### config.mk
export PLATFORM = sky130hd
export DESIGN_NAME = fir_tap_load_sequencer
export DESIGN_NICKNAME = d
export VERILOG_FILES = /design/src/rtl/fir_tap_load_sequencer.sv
export SDC_FILE = /design/constraint.sdc
export NUM_CORES = 2
export LEC_CHECK = 0
export CORE_MARGIN = 4
export CORE_UTILIZATION = 30
export CTS_CLUSTER_DIAMETER = 40
export DETAILED_ROUTE_END_ITERATION = 16
export GPL_TIMING_DRIVEN = 1
export HOLD_SLACK_MARGIN = 0.05
export SYNTH_ARGS = -nofsm -noshare
export SYNTH_HDL_FRONTEND = slang
export SYNTH_SLANG_ARGS = --single-unit
### constraint.sdc
create_clock -name clk -period 2.9 [get_ports clk]
set_input_delay 0.58 -clock clk [delete_from_list [all_inputs] [get_ports clk]]
set_output_delay 0.58 -clock clk [all_outputs]
set_load 0.005 [all_outputs]
### src/rtl/fir_tap_load_sequencer.sv
// Coefficient RAM and tap-load sequencer for the two-stage decimation FIR chain.
// Streams stage A then stage B taps from one host-writable RAM and gates the sample path until loaded.
module fir_tap_load_sequencer #(
  parameter int unsigned G_DWIDTH     = 24,
  parameter int unsigned G_TAP_WIDTH  = 16,
  parameter int unsigned G_NUM_TAPS_A = 63,
  parameter int unsigned G_NUM_TAPS_B = 31,
  parameter int unsigned G_ADDR_WIDTH = 7
) (
  input  logic                    clk,
  input  logic                    reset,
  input  logic                    enable,
  input  logic                    reload,
  input  logic                    cfg_wr_en,
  input  logic [G_ADDR_WIDTH-1:0] cfg_wr_addr,
  input  logic [G_TAP_WIDTH-1:0]  cfg_wr_data,
  output logic                    cfg_wr_err,
  output logic                    fir_enable,
  output logic [G_TAP_WIDTH-1:0]  tap_a_din,
  output logic                    tap_a_din_valid,
  output logic [G_TAP_WIDTH-1:0]  tap_b_din,
  output logic                    tap_b_din_valid,
  output logic                    busy,
  output logic                    load_done,
  input  logic [G_DWIDTH-1:0]     din,
  input  logic                    din_valid,
  output logic                    din_ready,
  output logic [G_DWIDTH-1:0]     dout,
  output logic                    dout_valid,
  input  logic                    dout_ready
);

  typedef enum logic [2:0] {
    DISABLED,
    CLEAR,
    LOAD_A,
    LOAD_B,
    DRAIN,
    RUN
  } state_t;

  localparam logic [G_ADDR_WIDTH-1:0] LAST_A  = G_ADDR_WIDTH'(G_NUM_TAPS_A - 1);
  localparam logic [G_ADDR_WIDTH-1:0] LAST_AB = G_ADDR_WIDTH'(G_NUM_TAPS_A + G_NUM_TAPS_B - 1);

  logic [G_TAP_WIDTH-1:0]  mem [0:(1 << G_ADDR_WIDTH) - 1];
  logic [G_TAP_WIDTH-1:0]  rd_data;
  logic [G_ADDR_WIDTH-1:0] addr_cnt;
  state_t                  state, state_n;
  logic                    reload_pending;
  logic                    busy_st;
  logic                    loading;
  logic                    loading_n;
  logic                    wr_ok;

  assign busy_st   = (state == CLEAR) || (state == LOAD_A) || (state == LOAD_B) || (state == DRAIN);
  assign loading   = (state == LOAD_A) || (state == LOAD_B);
  assign loading_n = (state_n == LOAD_A) || (state_n == LOAD_B);
  assign wr_ok     = (state == DISABLED) || (state == RUN);

  always_comb begin
    state_n = state;
    case (state)
      DISABLED: if (enable) state_n = LOAD_A;
      CLEAR:    state_n = LOAD_A;
      LOAD_A:   if (addr_cnt == LAST_A) state_n = LOAD_B;
      LOAD_B:   if (addr_cnt == LAST_AB) state_n = DRAIN;
      // A reload arriving in the DRAIN cycle itself is honoured like a pending one.
      DRAIN:    state_n = (reload_pending || reload) ? CLEAR : RUN;
      RUN:      if (reload) state_n = CLEAR;
      default:  state_n = DISABLED;
    endcase
    if (!enable) state_n = DISABLED;
  end

  always_ff @(posedge clk) begin
    if (reset) begin
      state           <= DISABLED;
      addr_cnt        <= '0;
      reload_pending  <= 1'b0;
      fir_enable      <= 1'b0;
      tap_a_din_valid <= 1'b0;
      tap_b_din_valid <= 1'b0;
      load_done       <= 1'b0;
      cfg_wr_err      <= 1'b0;
    end else begin
      state           <= state_n;
      // Counter restarts whenever a load is entered from outside the load states.
      addr_cnt        <= (loading && loading_n) ? addr_cnt + 1'b1 : '0;
      if (!enable || state == DRAIN)
        reload_pending <= 1'b0;
      else if (reload && busy_st)
        reload_pending <= 1'b1;
      fir_enable      <= (state_n == LOAD_A) || (state_n == LOAD_B) ||
                         (state_n == DRAIN)  || (state_n == RUN);
      tap_a_din_valid <= enable && (state == LOAD_A);
      tap_b_din_valid <= enable && (state == LOAD_B);
      load_done       <= (state_n == RUN) && (state != RUN);
      cfg_wr_err      <= cfg_wr_en && busy_st;
    end
  end

  always_ff @(posedge clk) begin
    if (cfg_wr_en && wr_ok)
      mem[cfg_wr_addr] <= cfg_wr_data;
  end

  always_ff @(posedge clk) begin
    if (reset)
      rd_data <= '0;
    else if (loading)
      rd_data <= mem[addr_cnt];
  end

  assign tap_a_din  = rd_data;
  assign tap_b_din  = rd_data;
  assign busy       = busy_st;

  assign dout       = din;
  assign dout_valid = (state == RUN) && din_valid;
  assign din_ready  = (state == RUN) && dout_ready;

endmodule

==> impl_summary.md <==
Synth
sky130_fd_sc_hd__edfxtp_1 takes more of the synthesized area than any other cell. Of the post-synthesis cell area, the dominant cell type holds 76.4%. The dominant register cell in the synthesized netlist is sky130_fd_sc_hd__edfxtp_1. The number of instances in the synthesized netlist is between 3,000 and 4,000.

The register bit total from synthesis is 2,080. A synthesized cell averages 21.9 um^2. Of all flip-flops after synthesis, the portion carrying an async set or reset was 0%. The netlist area before placement is 80,500 um^2. Synthesis produced a netlist with a net count of between 3,000 and 4,000. The number of warnings printed during yosys synthesis is 0. By area the synthesized netlist is led by sky130_fd_sc_hd__edfxtp_1 76%, sky130_fd_sc_hd__mux4_2 13%, sky130_fd_sc_hd__mux2i_1 2.3%. Of the synthesized area, sequential elements account for ~77%. The number of different library cells in the post-synthesis netlist is 65. In this run, synthesis inferred ~2,000 flip-flops with an integrated enable.

Timing
The final hold violation count is 0. The worst slew slack as a fraction of its limit is 34.9%. Setup repair after global routing could not meet its margin everywhere.

The worst hold slack after final layout is between 100 and 150 ps. Setup violations remaining at the end of the flow were counted as 0. Clock skew on the completed layout was measured at around 54 ps.

The total count of max-transition violations in the final report came to 0. The share of the clock period used by the worst path is 99.3%. Based on the critical path, the design can be clocked at up to between 0.3 and 0.4 GHz. The transition time at the pin with the least slew margin is 969 ps. The clock period minus worst slack is 2880 ps.

Clock tree
The H-tree was split into 5 levels. The clock net in this run drives a total of 2,080 sinks. The clock-pin slew on the worst setup and hold paths is around 60 ps.

The buffer levels on the longest clock path is 4. The cell at the root of the clock tree is sky130_fd_sc_hd__clkbuf_16. The CTS tree is yes. The total clock buffers created by CTS is about 280. The later-pin clock latency in the skew report is approximately 910 ps.

Setup path
The startpoint identified for the worst register-to-register timing path is addr_cnt[0]$_SDFF_PP0_. The worst setup path is of the flop to flop kind. In this run the worst path has a maximum fanout of 10. The arrival time of the worst setup path is 3680 ps.

The startpoint kind of the worst setup timing path is a flop. Data on the critical path is required at its endpoint by 3700 ps. The endpoint type of the worst setup path is a flop. The most critical setup path has its startpoint at addr_cnt[0]$_SDFF_PP0_.

Power and ir drop
Across the VDD grid, the largest voltage drop is 0.618 mV. The portion of total power attributed to combinational logic is 2.2%. The internal power of the cells totals 0.0541 W. The leakage power is 30.8 nW.

The relative contribution of sequential cells to total power is 48.8%. The share of total power dissipated in the clock network is 48.9%. The power density over the cells is 678 nW/um^2.

In this run the power spent charging and discharging nets is 0.0138 W. Net switching is 20.3% of the power.

Die
The die footprint is 277,000 um^2. 118 I/O pins were placed. The die is 526 um wide.

The height of the die is 526 um. The core footprint is between 200,000 and 300,000 um^2. The starting density of the core is 30.3%.

In this run the core area contains 189 standard-cell rows.

Routing
The number of detailed-route iterations in the first pass is 5. The count of nets left with antenna violations once routing finished came out at 0. Summed over all nets, wire length on met3 after detailed routing comes to 15.2 mm. The overall routed net length is 220 mm. Using the TritonRoute via totals, the vias-per-cell ratio works out to 5.03. The routed design uses about 110 mm of met2 wire. The wire length on met1 is roughly 90 mm. Dividing the detail-routed wire length by the instance count gives about 27 um. In the routed design, unresolved DRC markers number 0.

The total via count after detailed routing is 40,700. The highest metal layer carrying signal wires in the routed design is met5. The first routing iteration left 4,481 violations.

Placement
Detailed placement finished with a half-perimeter wire length of 139 mm. Buffers placed on the I/O ports in this run total a little under 70. The last weighted congestion value of the routability-driven placer is 0.879.

Finish
Fill cells in the final layout number 23,800. The final core area utilization is 37.6%. The post-route netlist has between 30 and 40% of its cells at a drive strength greater than 1.

The area growth from synthesis to layout is 24.2%. At the end of the flow, the number of nets in the layout was 4,408.

Global route
The total global routing track utilization is 15.5%. The leftover overflow at the end of global routing is 0. The first global-routing pass estimated slightly above 300 mm of wire. The maximum number of pins on one net before global-route repair is 129. The via count of the first global-routing pass is approximately 40,000. The initial antenna violation count is 10.

Worst hold path
The worst hold path startpoint is cfg_wr_data[11]. The path class of the tightest hold or removal check is primary input to flop.

Run status
The flow ran to the end, and the final reports show no timing, DRC or antenna violations.

Flow run
Max-cap violations in this run came to 0.
==> stage by stage <==
step | setup TNS [ps] | power, W | cell area [um^2] | setup WS (ps) | cells
after detailed placement | -83270 | 0.0352 | 90200 | -342 | 7575
after CTS | -68.1 | 0.0684 | 99500 | -44.3 | 8055
after global routing | -173 | 0.0698 | 99900 | -52.1 | 8079
after floorplan | 0 | 0.0342 | 80500 | 243 | 3681
after global placement | -90590 | 0.0352 | 90200 | -327 | 7575
final | 0 | 0.0678 | 100000 | 19.6 | 8083
==> sequential cells by signal, indices dropped and copies added, names as in the netlist <==
| name | count |
|---|---|
| fir_enable | 1 |
| tap_b_din_valid | 1 |
| tap_a_din | 16 |
| load_done | 1 |
| reload_pending | 1 |
| addr_cnt | 7 |
| mem | 2048 |
| cfg_wr_err | 1 |
| state | 3 |
| tap_a_din_valid | 1 |
==> worst max-delay path, cell delays in order (launching register included) <==
cell and delay, ps:
sky130_fd_sc_hd__dfxtp_4 420, sky130_fd_sc_hd__buf_12 190, sky130_fd_sc_hd__buf_16 180, sky130_fd_sc_hd__buf_4 150, sky130_fd_sc_hd__mux4_2 520, sky130_fd_sc_hd__mux2_2 300
sky130_fd_sc_hd__o22ai_1 140, sky130_fd_sc_hd__nand2b_1 180, sky130_fd_sc_hd__a211o_1 370, sky130_fd_sc_hd__a32o_1 280
==> cells in the final DEF, fill, tap and decap left out, types with 9 or more instances in the layout <==
master | synthesis | routed
sky130_fd_sc_hd__nor2_1 | 170 | 164
sky130_fd_sc_hd__a211oi_1 | 30 | 20
sky130_fd_sc_hd__clkinv_1 | 0 | 23
sky130_fd_sc_hd__edfxtp_1 | 2048 | 2048
sky130_fd_sc_hd__o21ai_0 | 12 | 9
sky130_fd_sc_hd__mux4_2 | 480 | 480
sky130_fd_sc_hd__inv_6 | 0 | 21
sky130_fd_sc_hd__o22ai_1 | 25 | 25
sky130_fd_sc_hd__o221ai_1 | 21 | 19
sky130_fd_sc_hd__dfxtp_1 | 32 | 24
sky130_fd_sc_hd__a22oi_1 | 58 | 52
sky130_fd_sc_hd__o211ai_1 | 10 | 10
sky130_fd_sc_hd__clkbuf_16 | 0 | 292
sky130_fd_sc_hd__bufinv_16 | 0 | 25
sky130_fd_sc_hd__a21oi_1 | 33 | 28
sky130_fd_sc_hd__buf_12 | 0 | 169
sky130_fd_sc_hd__nor2b_1 | 22 | 19
sky130_fd_sc_hd__nor3_1 | 13 | 9
sky130_fd_sc_hd__clkbuf_1 | 53 | 27
sky130_fd_sc_hd__a22o_1 | 16 | 13
sky130_fd_sc_hd__nand2_1 | 89 | 87
sky130_fd_sc_hd__clkinv_2 | 0 | 31
sky130_fd_sc_hd__clkdlybuf4s50_1 | 0 | 52
sky130_fd_sc_hd__mux2_2 | 27 | 26
sky130_fd_sc_hd__buf_4 | 73 | 388
sky130_fd_sc_hd__clkinv_4 | 0 | 18
sky130_fd_sc_hd__clkinvlp_4 | 0 | 28
sky130_fd_sc_hd__nand2b_1 | 10 | 10
sky130_fd_sc_hd__mux2i_1 | 181 | 176
sky130_fd_sc_hd__and3_1 | 9 | 9
sky130_fd_sc_hd__nand3_1 | 28 | 28
sky130_fd_sc_hd__a221oi_1 | 23 | 22
==> logic make-up (layout without fill, tap and decap cells) <==
| kind of cell | Yosys count | in the layout | synth area share (%) |
|---|---|---|---|
| flops | 2080 | 2080 | 77.2 |
| mux | 688 | 688 | 16.1 |
| simple gates | 384 | 384 | 2.17 |
| compound gates | 275 | 275 | 2.56 |
| buf+inv | 244 | 1105 | 1.87 |
| xor+xnor | 7 | 7 | 0.0762 |
| fa+ha+maj | 3 | 3 | 0.0466 |
| other cells | 0 | 8 | 0 |
==> what timing repair did <==
| item | 4_1_cts | 5_1_grt |
|---|---|---|
| cloned | 1 | 4 |
| endpoints found under the setup margin | 19 | 15 |
| endpoints found under the hold margin | 10 | 0 |
| setup buffers | 5 | 16 |
| pin swaps | 4 | 8 |
| hold buffers | 2 | 0 |
| gates resized for setup | 37 | 41 |
==> final cells by class <==
type	count	area, um^2	share of cell area, %
diodes	8	20.0	0.0200
clock buffers	315	7310	7.31
clock inverters	157	1680	1.68
inverters	5	21.3	0.0213
multi-input cells	1357	17200	17.2
flip-flops and latches	2080	62200	62.2
well taps	3533	4420	4.42
repair buffers	628	7190	7.19
==> synthesized netlist by cell type (4+ instances only) <==
library cell	instances
sky130_fd_sc_hd__a211o_1	7
sky130_fd_sc_hd__a211oi_1	30
sky130_fd_sc_hd__a21oi_1	33
sky130_fd_sc_hd__a221o_1	5
sky130_fd_sc_hd__a221oi_1	23
sky130_fd_sc_hd__a22o_1	16
sky130_fd_sc_hd__a22oi_1	58
sky130_fd_sc_hd__a31oi_1	7
sky130_fd_sc_hd__a32o_1	4
sky130_fd_sc_hd__and2_1	5
sky130_fd_sc_hd__and3_1	9
sky130_fd_sc_hd__buf_1	15
sky130_fd_sc_hd__buf_2	69
sky130_fd_sc_hd__buf_4	73
sky130_fd_sc_hd__buf_6	26
sky130_fd_sc_hd__clkbuf_1	53
sky130_fd_sc_hd__dfxtp_1	32
sky130_fd_sc_hd__edfxtp_1	2048
sky130_fd_sc_hd__inv_1	4
sky130_fd_sc_hd__mux2_2	27
sky130_fd_sc_hd__mux2i_1	181
sky130_fd_sc_hd__mux4_2	480
sky130_fd_sc_hd__nand2_1	89
sky130_fd_sc_hd__nand2b_1	10
sky130_fd_sc_hd__nand3_1	28
sky130_fd_sc_hd__nand4_1	8
sky130_fd_sc_hd__nor2_1	170
sky130_fd_sc_hd__nor2b_1	22
sky130_fd_sc_hd__nor3_1	13
sky130_fd_sc_hd__nor3b_1	7
sky130_fd_sc_hd__o211ai_1	10
sky130_fd_sc_hd__o21ai_0	12
sky130_fd_sc_hd__o221ai_1	21
sky130_fd_sc_hd__o22ai_1	25
sky130_fd_sc_hd__or3_1	4
sky130_fd_sc_hd__xor2_1	4
==> power by group through the flow <==
stage          Combinational, W  Sequential [W]  Clock, W
6_report                0.00151          0.0331    0.0332
5_1_grt                 0.00160          0.0331    0.0351
4_1_cts                 0.00151          0.0331    0.0337
3_5_place_dp            0.00149          0.0338         0
3_3_place_gp            0.00146          0.0337         0
2_1_floorplan          0.000499          0.0337         0
==> layer usage <==
metal  GRT usage (%)  up-vias
met3            3.08      395
met4            5.98        2
met1            20.4    21800
met2            25.4     1607
met5               0        -
li1                -    16900
==> worst paths after layout <==
check                                     end  slack, ps  cells after the start
hold reg to reg   reload_pending$_SDFFE_PP0P_        500                      2
setup reg to reg   tap_a_din[11]$_SDFFE_PP0P_         20                      9
hold / removal          mem[12][11]$_DFFE_PP_        150                      1
setup / recovery   tap_a_din[11]$_SDFFE_PP0P_         20                      9
Note: power is estimated with default switching activity, not from simulation.
